$ cat src/rtl/gates_truth_sequencer.sv
// Steps the 2-input Gates datapath through {A,B} = 00,01,10,11, samples Y once per
// vector into a truth table and compares it against a pattern latched at START.
module gates_truth_sequencer #(
  parameter int unsigned SETTLE_CYC = 4,
  parameter int unsigned CW         = 8
) (
  input  logic       CLK,
  input  logic       RST,
  input  logic       START,
  input  logic [3:0] EXPECTED,
  input  logic       Y_IN,
  output logic       A_OUT,
  output logic       B_OUT,
  output logic       BUSY,
  output logic       DONE,
  output logic [3:0] TT,
  output logic       PASS,
  output logic       FAIL,
  output logic [3:0] MISMATCH
);

  typedef enum logic [1:0] {
    S_IDLE,
    S_RUN,
    S_REPORT
  } state_t;

  localparam logic [CW-1:0] LAST_CNT = CW'(SETTLE_CYC - 1);

  state_t      state_q, state_d;
  logic [1:0]  idx_q, idx_d;
  logic [CW-1:0] cnt_q, cnt_d;
  logic [3:0]  exp_q, exp_d;
  logic [3:0]  tt_q, tt_d;
  logic [1:0]  ab_q, ab_d;
  logic        busy_q, busy_d;
  logic        done_q, done_d;
  logic        pass_q, pass_d;
  logic        fail_q, fail_d;
  logic [3:0]  mism_q, mism_d;

  always_ff @(posedge CLK or posedge RST) begin
    if (RST) begin
      state_q <= S_IDLE;
      idx_q   <= '0;
      cnt_q   <= '0;
      exp_q   <= '0;
      tt_q    <= '0;
      ab_q    <= '0;
      busy_q  <= 1'b0;
      done_q  <= 1'b0;
      pass_q  <= 1'b0;
      fail_q  <= 1'b0;
      mism_q  <= '0;
    end else begin
      state_q <= state_d;
      idx_q   <= idx_d;
      cnt_q   <= cnt_d;
      exp_q   <= exp_d;
      tt_q    <= tt_d;
      ab_q    <= ab_d;
      busy_q  <= busy_d;
      done_q  <= done_d;
      pass_q  <= pass_d;
      fail_q  <= fail_d;
      mism_q  <= mism_d;
    end
  end

  always_comb begin
    state_d = state_q;
    idx_d   = idx_q;
    cnt_d   = cnt_q;
    exp_d   = exp_q;
    tt_d    = tt_q;
    ab_d    = ab_q;
    busy_d  = busy_q;
    done_d  = 1'b0;
    pass_d  = pass_q;
    fail_d  = fail_q;
    mism_d  = mism_q;

    unique case (state_q)
      S_IDLE: begin
        if (START) begin
          state_d = S_RUN;
          busy_d  = 1'b1;
          idx_d   = '0;
          ab_d    = '0;
          cnt_d   = '0;
          exp_d   = EXPECTED;
          tt_d    = '0;
          pass_d  = 1'b0;
          fail_d  = 1'b0;
          mism_d  = '0;
        end
      end
      S_RUN: begin
        if (cnt_q == LAST_CNT) begin
          tt_d[idx_q] = Y_IN;
          cnt_d       = '0;
          if (idx_q != 2'd3) begin
            idx_d = idx_q + 2'd1;
            ab_d  = idx_q + 2'd1;
          end else begin
            // Verdict uses tt_d so the bit captured on this same edge is included.
            state_d = S_REPORT;
            busy_d  = 1'b0;
            done_d  = 1'b1;
            ab_d    = '0;
            idx_d   = '0;
            pass_d  = (tt_d == exp_q);
            fail_d  = (tt_d != exp_q);
            mism_d  = tt_d ^ exp_q;
          end
        end else begin
          cnt_d = cnt_q + 1'b1;
        end
      end
      S_REPORT: begin
        state_d = S_IDLE;
      end
      default: begin
        state_d = S_IDLE;
      end
    endcase
  end

  assign A_OUT    = ab_q[1];
  assign B_OUT    = ab_q[0];
  assign BUSY     = busy_q;
  assign DONE     = done_q;
  assign TT       = tt_q;
  assign PASS     = pass_q;
  assign FAIL     = fail_q;
  assign MISMATCH = mism_q;

endmodule

$ cat config.mk
export PLATFORM = sky130hd
export DESIGN_NAME = gates_truth_sequencer
export DESIGN_NICKNAME = d
export VERILOG_FILES = /design/src/rtl/gates_truth_sequencer.sv
export SDC_FILE = /design/constraint.sdc
export NUM_CORES = 1
export LEC_CHECK = 0
export ABC_AREA = 1
export BUFFER_PORTS_ARGS = -buffer_cell sky130_fd_sc_hd__buf_2
export CAP_MARGIN = 20
export CELL_PAD_IN_SITES_DETAIL_PLACEMENT = 1
export CELL_PAD_IN_SITES_GLOBAL_PLACEMENT = 2
export CORE_MARGIN = 4
export CORE_UTILIZATION = 35
export DETAILED_ROUTE_END_ITERATION = 7
export PLACE_DENSITY = 0.86
export RECOVER_POWER = 25
export SKIP_LAST_GASP = 1
export SLEW_MARGIN = 25
export SYNTH_ARGS = -nofsm -noshare
export SYNTH_HDL_FRONTEND = slang
export SYNTH_SLANG_ARGS = --single-unit
$ cat constraint.sdc
create_clock -name CLK -period 3.45 [get_ports CLK]
set_input_delay 0.345 -clock CLK [delete_from_list [all_inputs] [get_ports CLK]]
set_output_delay 0.345 -clock CLK [all_outputs]
set_load 0.01 [all_outputs]
After elaboration in Yosys (flattened, before gate mapping)

Cells that the tools add are included.

Flip-flop bits (word level): 28
Bits of input ports: 8
Output and inout bits: 14
Logic and storage cells: 65

Add/sub/neg operators: 2
Order comparisons: 2
Equal/unequal tests: 8
Multiplexer cells: 34
Bitwise gates (word level): 1
Reductions and logical operators: 8

Operators with widths:

| kind                                                                                | number |
|---|---|
| 4-bit 2-to-1 mux                                                                    | 4 |
| 8-bit 2-to-1 mux                                                                    | 2 |
| 4-bit one-hot mux with 2 select lines                                               | 2 |
| 8-bit one-hot mux with 2 select lines                                               | 1 |
| 1-bit 2-to-1 mux                                                                    | 12 |
| 2-bit 2-to-1 mux                                                                    | 6 |
| 8-bit by 1-bit adder with 8-bit output, second input constant                       | 1 |
| 8-bit by 2-bit equality test with 1-bit output, second input constant               | 1 |
| 2-bit inequality test, second input constant                                        | 4 |
| 2-bit one-hot mux with 2 select lines                                               | 2 |
| 1-bit one-hot mux with 2 select lines                                               | 3 |
| 3-bit AND reduction                                                                 | 2 |
| 4-bit bitwise mux                                                                   | 1 |
| 4-bit equality test                                                                 | 1 |
| 4-bit inequality test                                                               | 1 |
| 2-bit AND reduction                                                                 | 2 |
| 4-bit AND reduction                                                                 | 1 |
| 4-bit XOR                                                                           | 1 |
| 2-bit by 3-bit < comparator with 1-bit output, second input constant                | 1 |
| 2-bit by 1-bit adder with 2-bit output, second input constant                       | 1 |
| 1-bit demux with 2-bit select                                                       | 1 |
| 2-bit by 1-bit equality test with 1-bit output, second input constant               | 1 |
| 2-bit by 1-bit greater-or-equal comparator with 1-bit output, second input constant | 1 |
| 2-bit logical NOT                                                                   | 1 |
| other kinds (2)                                                                     | 2 |

Longest topological paths before layout

Gate-level depths: netlist (run 1).

Word-level depth: 9
Gate-level depth with buffers: 11
Mapped depth without buffers: 11

Worst setup path before layout (run 1)

OpenSTA, ideal clock, no wires.

Kind: register to register
Start: register, netlist name ab_q[1]
End: register fail_q (netlist: FAIL)
Library setup time: 0.116 ns
Data arrival time: 1.253 ns
Data required time: 3.334 ns
Path slack: 2.081 ns
Stages on the path, launching flop included: 10
Path buffers: 0
Period minus slack after synthesis: 1.369 ns
Cells stage by stage: dfrtp_1 > ha_1 > inv_1 > nand2_1 > nand3_1 > nand2_1 > nor2_1 > nand2_1 > nand2_1 > nand2_1

RTL lines:

| what                 | line | source |
|---|---|---|
| to (signal assigned) | 65   | `fail_q <= fail_d;` |
| to (decl)            | 39   | `logic fail_q, fail_d;` |

==> results of run 1 <==
==> flip-flops by register name, summed over array words and instances, names as in the netlist <==
register	cells
TT	4
state_q	2
FAIL	1
BUSY	1
cnt_q	8
MISMATCH	4
PASS	1
exp_q	4
DONE	1
ab_q	2
==> layout make-up <==
class,count,area share (%)
inverters,21,4.69
clock buffers,3,2.46
repair buffers,21,6.25
multi-input cells,135,41.2
flip-flops and latches,28,41.7
well taps,50,3.72
==> kinds of logic (layout without fill, tap and decap cells) <==
logic type / Yosys count / after routing / share of synthesized area [%]
buffers and inverters: 23 / 45 / 6.00
adder cells (fa/ha/maj): 5 / 5 / 4.22
AND/OR/NAND/NOR: 107 / 107 / 33.6
flip-flops: 28 / 28 / 47.3
XOR/XNOR: 2 / 2 / 1.18
AO/OA/AOI/OAI: 21 / 21 / 7.69
==> synthesized netlist by cell type <==
| master | instances |
|---|---|
| nand2_1 | 65 |
| nor2_2 | 2 |
| nor2_4 | 2 |
| nor2_1 | 8 |
| ha_1 | 5 |
| o21ai_1 | 2 |
| xnor2_1 | 1 |
| o22ai_1 | 1 |
| nand2_4 | 2 |
| nand3_4 | 1 |
| inv_1 | 19 |
| a21oi_1 | 2 |
| o21ai_2 | 2 |
| buf_2 | 2 |
| nor3_4 | 1 |
| nand3_1 | 24 |
| inv_2 | 2 |
| dfrtp_1 | 28 |
| o21ai_0 | 14 |
| nand2_2 | 2 |
| xor2_1 | 1 |
==> final timing paths <==
kind,end,slack (ps),cells after the start
setup reg to reg,FAIL,1880,10
max in group asynchronous,cnt_q[3],2500,2
hold / removal,exp_q[2],270,3
setup / recovery,FAIL,1880,10
hold reg to reg,FAIL,480,2
min in group asynchronous,MISMATCH[1],320,2
==> routing by layer <==
metal	vias to the layer above	share of wire, %	track usage, %	routed length (um)
li1	637	-	-	-
met1	630	47	20.0	1700
met2	23	49	26.3	1770
met3	6	3.3	2.48	119
met4	0	1.3	5.12	48
met5	-	0	0	0
==> where the power goes <==
| group | leakage [nW] | switching (mW) | internal [mW] |
|---|---|---|---|
| Combinational | 0.535 | 0.396 | 0.237 |
| Sequential | 0.349 | 0.123 | 0.462 |
| Clock | 0.0216 | 0.101 | 0.0785 |
| Total | 0.906 | 0.619 | 0.778 |
==> critical path, delay by kind of cell, from the launching register on <==
kind / cells / cell delay, ps
simple gates: 7 / 600
flops: 1 / 450
fa+ha+maj: 1 / 230
buf+inv: 2 / 190
==> per-stage QoR <==
stage,util (%),setup WS [ps],cells
final,41.4,1880,258
after global routing,41.4,1690,258
after CTS,41.4,1850,258
after detailed placement,40.4,1880,255
after global placement,40.4,1930,255
after floorplan,-,2080,186
==> summary.txt, run 1 <==
Critical path
  – Slowest CP cell: dfrtp_1
  – CP Cell Sequence: inv_1 > ha_1 > inv_1 > nand2_1 > nand3_1 > nand2_1 > nor2_1 > nand2_1 > nand2_1 > nand2_1
  – Crit path top cell by count: nand2_1
  – Worst setup path startpoint: ab_q[0]
  – Startpoint Class: register
  – CP Class: reg2reg
  – Arr. time, crit path: roughly 1800 ps
  – Worst Path Required: roughly 3600 ps
  – Critical R2R Launch: ab_q[0]
  – Max FO, Critical Path: 5
  – Critical Path Sink Type: register
  – Crit-path max cell delay: 450 ps

Final layout
  – Net total in the final layout: around 220
  – Most frequent cells in the layout: nand2_1 (65), dfrtp_1 (28), nand3_1 (24)
  – FF+latch area: between 700 and 800 sq um
  – Antenna fix cells: 0
  – Post-route cell area: 1680 sq um
  – Area occupied by multi-input gates: 692 sq um
  – Commonest non-fill, non-tap cell in the layout: nand2_1
  – P&R area growth vs syn: 13.4%
  – Fillers: around 530
  – Share of layout cells above drive strength 1: 18.3%

Synth
  – Netlist cell types: 21
  – Top post-synthesis cells by area: dfrtp_1 (47%), nand2_1 (16%), nand3_1 (8.1%)
  – Register area share after synthesis: around 47%
  – Yosys warning count: 0
  – Syn_nets: 199
  – #FFs+latches synth: 28
  – Synthesized area per cell: roughly 8 sq um
  – Yosys top cell area share: 47.3%
  – Post-synth top area cell: dfrtp_1
  – Synthesized cell area: about 1500 sq um
  – Post-Syn Instances: 186

Die
  – DIE HEIGHT: around 73 um
  – FP Rows: 23
  – Area of the die: 5340 sq um
  – Die width: ~73 um
  – Initial Utilization: a little over a third
  – Core Box Area: ~4100 sq um
  – Ports: 22

Clocking
  – Max Buffers Root-to-Sink: 2
  – Resize count post-CTS: 0
  – Worst-Skew Late Latency: ~270 ps
  – CTS tree: built
  – Post-CTS Setup Bufs: 0
  – CTS Sinks: 28
  – Hold buffers post-CTS: 0
  – Clk root buf: clkbuf_8
  – Clock-pin slew on the worst setup and hold paths: 100 ps
  – H-tree levels: 1
  – Num CTS Buffers: 3

Global routing
  – Initial antenna violation count: 0
  – Largest net degree at the start of global routing: 29
  – Vias in the first global route: approximately 1.4k
  – Grt ovf: 0
  – Overall Global Routing Usage: between 15 and 20%
  – First-pass GRT wire length: roughly 6.5 mm

Detailed routing
  – Residual DRC count: 0
  – Post-DR wirelength/cell: 14.1 um
  – Drt first pass iters: 4
  – Vias post-DR: approximately 1.3k
  – Vias/cell: between 5 and 6
  – Routed WL: ~3.6 mm
  – Initial drt markers: 38
  – Antenna viol nets, final: 0

STA
  – Total negative slack: 0 ps
  – Final period utilization: between 40% and 50%
  – Min cycle time layout: between 1500 and 2000 ps
  – RSZ-0062 raised after global routing: false
  – Skew final: slightly above 7 ps
  – Hold Vio Cnt, Final: 0
  – Setup-failing EPs final: 0
  – Fmax: about 640 MHz
  – Max transition margin: just under 30%
  – Final Slew Violations: 0
  – Worst-Margin Slew: 1050 ps
  – Hold slack: between 200 and 300 ps

Placed design
  – Post-detail-place hpwl: roughly 2.8 mm
  – Cell Area, Placed: between 1500 and 2000 sq um
  – Placer congestion estimate: roughly 0.88
  – Port Buffers: 21

Hold path
  – Hold_sp: EXPECTED[2]
  – Hold WC Path Type: in2reg

Power and ir drop
  – PwrDens: 832 nW/um^2
  – Leakage: 0.906 nW
  – Tot Pwr: 1.40 mW
  – VDD IR max: between 200 and 300 uV

Run
  – Max-cap violations: 0

Run status
  – Status: complete, no violations
Note: power is estimated with default switching activity, not from simulation.
==> run 2, diff against run 1 <==
- CORE_UTILIZATION: 35 -> 32
- PLACE_DENSITY: 0.86 -> 0.8
- clock period: 3.45 -> 1.6 ns (I/O delays scaled with it)
==> run 2 against run 1 <==
Final area rose by 3.5%. Utilization fell by 2.0 points. Via count fell by 0.69%. Critical path depth did not move.
==> summary.txt, run 2 (same netlist as run 1, synthesis figures left out) <==
Detailed routing
  – Vias/cell: around 4.8
  – Post-DR wirelength/cell: between 10 and 15 um
  – Routed WL: between 3 and 4 mm
  – Antenna viol nets, final: 0
  – Vias post-DR: approximately 1.3k
  – Initial drt markers: 53
  – Residual DRC count: 0
  – Drt first pass iters: 4

Clocking
  – CTS Sinks: 28
  – Clk root buf: clkbuf_8
  – H-tree levels: 1
  – Worst-Skew Late Latency: about 270 ps
  – Num CTS Buffers: 3
  – Max Buffers Root-to-Sink: 2
  – Clock-pin slew on the worst setup and hold paths: around 90 ps
  – CTS tree: built

Critical path
  – Max FO, Critical Path: 4
  – CP Buf/Inv Count: 2
  – Worst Path Required: 1760 ps
  – CP Class: reg2reg
  – Startpoint Class: register
  – Arr. time, crit path: approximately 1700 ps
  – R2R Setup Slk: about 98 ps
  – Critical Path Sink Type: register
  – Slowest CP cell: dfrtp_1
  – CP Cell Sequence: buf_4 > ha_1 > inv_1 > nand2_2 > nand3_1 > nand2_1 > nor2_1 > nand2_1 > nand2_1 > nand2_1
  – Crit path top cell by count: nand2_1
  – Crit-path max cell delay: 420 ps
  – Worst path top cell family by delay: simple AND/OR/NAND/NOR gates

Die
  – DIE HEIGHT: approximately 76 um
  – Initial Utilization: 33.6%
  – FP Rows: 24
  – Core Box Area: approximately 4400 sq um
  – Die width: around 76 um
  – Area of the die: 5780 sq um
  – Ports: 22

STA
  – Worst-Margin Slew: approximately 740 ps
  – Final Slew Violations: 0
  – RSZ-0062 raised after global routing: true
  – Min cycle time layout: approximately 1500 ps
  – Max transition margin: 51.0%
  – Setup-failing EPs final: 0
  – Skew final: between 2 and 3 ps
  – Hold Vio Cnt, Final: 0
  – Fmax: around 670 MHz
  – Final period utilization: a little over nine tenths
  – Final Worst Setup Slack: a little under 100 ps

Power and ir drop
  – Sw Share: between 40% and 50%
  – Leakage: ~0.93 nW
  – VDD IR max: 489 uV
  – Switching Power: roughly 1.3 mW
  – Register share of total power: between 40% and 50%
  – Internal Dissipation: approximately 1.7 mW
  – Clk pwr share: 12.3%
  – PwrDens: around 1800 nW/um^2
  – Power share of the combinational group: 46.6%

Global routing
  – Largest net degree at the start of global routing: 29
  – Overall Global Routing Usage: approximately 14%
  – Initial antenna violation count: 0
  – First-pass GRT wire length: about 6.6 mm
  – Grt ovf: 0
  – Vias in the first global route: 1,384

Final layout
  – Net total in the final layout: approximately 230
  – Antenna fix cells: 0
  – Fillers: around 550
  – Most frequent cells in the layout: nand2_1 (63), dfrtp_1 (27), nand3_1 (24)
  – FF+latch area: 702 sq um
  – Area occupied by multi-input gates: ~700 sq um
  – Commonest non-fill, non-tap cell in the layout: nand2_1
  – P&R area growth vs syn: 17.4%
  – Most flop-heavy register: cnt_q
  – Share of layout cells above drive strength 1: 22.9%
  – Max reg flops: 8
  – Core Util, Final: 39.4%

Run status
  – Status: complete, no violations

Placed design
  – Post-detail-place hpwl: 2.99 mm
  – Setup WS pre-CTS: ~63 ps
  – Port Buffers: 21
  – Placer congestion estimate: 0.853

Hold path
  – Hold WC Path Type: in2reg

Run
  – Max-cap violations: 0
## run 2: metrics by stage
| stage | TNS, ps | hold WS (ps) | area (sq um) | instances | total power [mW] |
|---|---|---|---|---|---|
| 2_1_floorplan | 0 | 225 | 1480 | 186 | 2.19 |
| 3_3_place_gp | 0 | 247 | 1670 | 261 | 2.60 |
| 3_5_place_dp | 0 | 262 | 1670 | 261 | 2.66 |
| 4_1_cts | 0 | 94.8 | 1720 | 265 | 3.06 |
| 5_1_grt | -9.87 | 96.5 | 1740 | 266 | 3.40 |
| 6_report | 0 | 101 | 1740 | 266 | 3.06 |
## run 2: path summary, 6_finish.rpt
path / startpoint / endpoint / depth (start not counted)
worst max-delay path: ab_q[1] / FAIL / 10
worst min-delay path: EXPECTED[0] / exp_q[0] / 3
worst max register to register: ab_q[1] / FAIL / 10
worst min register to register: BUSY / BUSY / 2
max in group asynchronous: RST / ab_q[0] / 4
min in group asynchronous: RST / exp_q[0] / 4
## run 2: power by group through the flow
stage	Clock, mW	Sequential (mW)	Combinational (mW)
2_1_floorplan	0	1.29	0.901
3_3_place_gp	0	1.26	1.34
3_5_place_dp	0	1.27	1.39
4_1_cts	0.397	1.26	1.40
5_1_grt	0.420	1.31	1.68
6_report	0.375	1.26	1.42
## run 2: layout make-up
cell class | count | share of cell area [%]
clock buffers | 3 | 2.37
inverters | 21 | 4.53
multi-input cells | 135 | 40.4
flip-flops and latches | 28 | 40.4
well taps | 52 | 3.74
repair buffers | 27 | 8.63
## run 2: worst reg2reg max path, cell delays in order (launching register included)
cell and delay, ps:
dfrtp_1 420, buf_4 150, ha_1 220, inv_1 80
nand2_2 70, nand3_1 80, nand2_1 70, nor2_1 120
nand2_1 70, nand2_1 70, nand2_1 50
## run 2: what timing repair did
action	CTS	global route
hold buffers	1	0
buffers inserted	0	1
setup endpoints to repair	0	2
resized for setup	0	6
hold endpoints to repair	28	0
## run 2: layer usage
metal  up-vias  wire (um)  share of wire (%)  global-route usage, %
met5         -          0                  0                      0
met2        16       2000                 52                   24.7
met1       623       1710                 45                   17.0
met4         0         47                1.2                   4.45
li1        644          -                  -                      -
met3         4         76                2.0                   2.13
==> run 3, diff against run 2 <==
- PLACE_DENSITY: 0.8 -> not set
- PLACE_DENSITY_LB_ADDON: not set -> 0.05
==> run 3 against run 2 <==
Register-to-register slack better by 50 ps. Highest routed layer unchanged. Largest cell class is now multi-input combinational cells. Utilization up 1.4 points. Non-clock buffer count up 1. Hold slack worse by 9.5 ps. Via count up 0.39%. Critical endpoint unchanged.
==> summary.txt, run 3 (same netlist as run 1, synthesis figures left out) <==
Detailed routing
  – Vias/cell: slightly below 5
  – Routed WL: 3.76 mm
  – Post-DR wirelength/cell: 14.1 um
  – Initial drt markers: 40
  – Vias post-DR: 1,292
  – Antenna viol nets, final: 0
  – Residual DRC count: 0
  – Drt first pass iters: 4

Placed design
  – Placed Instances: 263
  – Post-detail-place hpwl: ~2.9 mm
  – Placer congestion estimate: about 0.83
  – Port Buffers: 21

Critical path
  – Startpoint Class: register
  – Arr. time, crit path: about 1600 ps
  – Worst path top cell family by delay: simple AND/OR/NAND/NOR gates
  – CP Buf/Inv Count: 2
  – CP Cell Sequence: inv_2 > ha_4 > inv_1 > nand2_1 > nand2_1 > nand2_1 > nand2_2 > nor2_2 > nand2_1 > nand2_1 > nand2_1
  – Crit path top cell by count: nand2_1
  – Worst r2r dst: FAIL
  – Worst-case reg-to-reg path depth: 11
  – Critical R2R Launch: ab_q[0]
  – Critical Path Sink Type: register
  – Crit-path max cell delay: roughly 480 ps
  – Slowest CP cell: dfrtp_2
  – CP Class: reg2reg
  – Worst Path Required: between 1500 and 2000 ps
  – Max FO, Critical Path: 5
  – R2R Setup Slk: ~140 ps

Die
  – DIE HEIGHT: between 70 and 80 um
  – Core Box Area: around 4400 sq um
  – Area of the die: 5780 sq um
  – Initial Utilization: around 34%
  – FP Rows: 24
  – Die width: 76.0 um
  – Ports: 22

Power and ir drop
  – Leakage: 0.936 nW
  – Internal Dissipation: around 1.8 mW
  – Power share of the combinational group: between 40 and 50%
  – PwrDens: 1770 nW/um^2
  – Register share of total power: 40.4%
  – Clk pwr share: approximately 12%
  – Switching Power: 1.42 mW
  – VDD IR max: 637 uV
  – Sw Share: around 44%

Final layout
  – Layout Cells excl Fill: between 200 and 300
  – Most frequent cells in the layout: nand2_1 (62), dfrtp_1 (26), nand3_1 (24)
  – Max reg flops: 8
  – Share of layout cells above drive strength 1: between 20% and 30%
  – Commonest non-fill, non-tap cell in the layout: nand2_1
  – Antenna fix cells: 0
  – Net total in the final layout: 230
  – Most flop-heavy register: cnt_q
  – P&R area growth vs syn: 21.7%

Clocking
  – Post-CTS Setup Bufs: 0
  – Clock-pin slew on the worst setup and hold paths: about 100 ps
  – Worst-Skew Late Latency: roughly 270 ps
  – CTS Sinks: 28
  – H-tree levels: 1
  – Num CTS Buffers: 3
  – CTS tree: built
  – Max Buffers Root-to-Sink: 2
  – Clk root buf: clkbuf_8

Global routing
  – Overall Global Routing Usage: 13.7%
  – Grt ovf: 0
  – Initial antenna violation count: 0
  – Largest net degree at the start of global routing: 29
  – Vias in the first global route: 1,380
  – First-pass GRT wire length: about 6.6 mm

STA
  – Hold Vio Cnt, Final: 0
  – Total negative slack: 0 ps
  – Max transition margin: 49.5%
  – Fmax: around 690 MHz
  – Setup-failing EPs final: 0
  – Min cycle time layout: between 1000 and 1500 ps
  – Final period utilization: between 90% and 100%
  – RSZ-0062 raised after global routing: false
  – Skew final: roughly 5.8 ps
  – Final Slew Violations: 0
  – Worst-Margin Slew: roughly 760 ps

Hold path
  – Hold WC Path Type: in2reg
  – Worst Hold Path Cells: 3
  – Hold_sp: EXPECTED[2]
  – Hold EP: exp_q[2]

Run status
  – Status: complete, no violations

Run
  – Max-cap violations: 0
run 3: what timing repair did:
action,4_1_cts,5_1_grt
hold buffers,1,0
endpoints found under the hold margin,28,0
setup endpoints to repair,0,2
resized for setup,0,19
run 3: metal layers:
layer  vias up  GRT usage [%]  share of wire [%]
met5         -              0                  0
li1        654              -                  -
met1       613           19.8                 50
met2        21           21.0                 45
met3         4           2.84                4.5
met4         0           3.20               0.77
run 3: how the worst max path moves through the flow:
stage	startpoint	endpoint	slack, ps	cells past startpoint
global route	ab_q[0]	FAIL	10	11
global placement	ab_q[0]	FAIL	170	11
CTS	ab_q[0]	FAIL	30	10
finish	ab_q[0]	FAIL	140	11
detailed placement	ab_q[0]	FAIL	60	10
floorplan	ab_q[1]	FAIL	230	9
run 3: worst reg2reg max path: cells and delay by family (launching register included):
family | cells | cell delay [ps]
adder cells (fa/ha/maj) | 1 | 140
buffers and inverters | 2 | 160
flip-flops | 1 | 480
AND/OR/NAND/NOR | 8 | 550
run 3: through the flow:
step,hold slack (ps),cell area [sq um],util (%),power [mW],setup slack [ps]
finish,91.0,1800,40.8,3.19,143
CTS,86.4,1740,39.4,3.09,28.9
global route,85.0,1800,40.8,3.54,14.6
global placement,255,1690,38.2,2.60,174
detailed placement,261,1690,38.2,2.67,59.1
floorplan,225,1480,-,2.19,231
run 3: area by class of cell:
type	count	area, sq um
fill	538	2610
multi-input combinational	135	754
sequential	28	703
timing repair buffer	28	158
inverter	21	81.3
tap	52	65.1
clock buffer	3	41.3
run 3: power groups by stage:
stage          logic (mW)  registers (mW)  clock network, mW
2_1_floorplan       0.901            1.29                  0
3_3_place_gp         1.35            1.25                  0
3_5_place_dp         1.41            1.27                  0
4_1_cts              1.42            1.25              0.412
5_1_grt              1.76            1.34              0.444
6_report             1.51            1.29              0.392
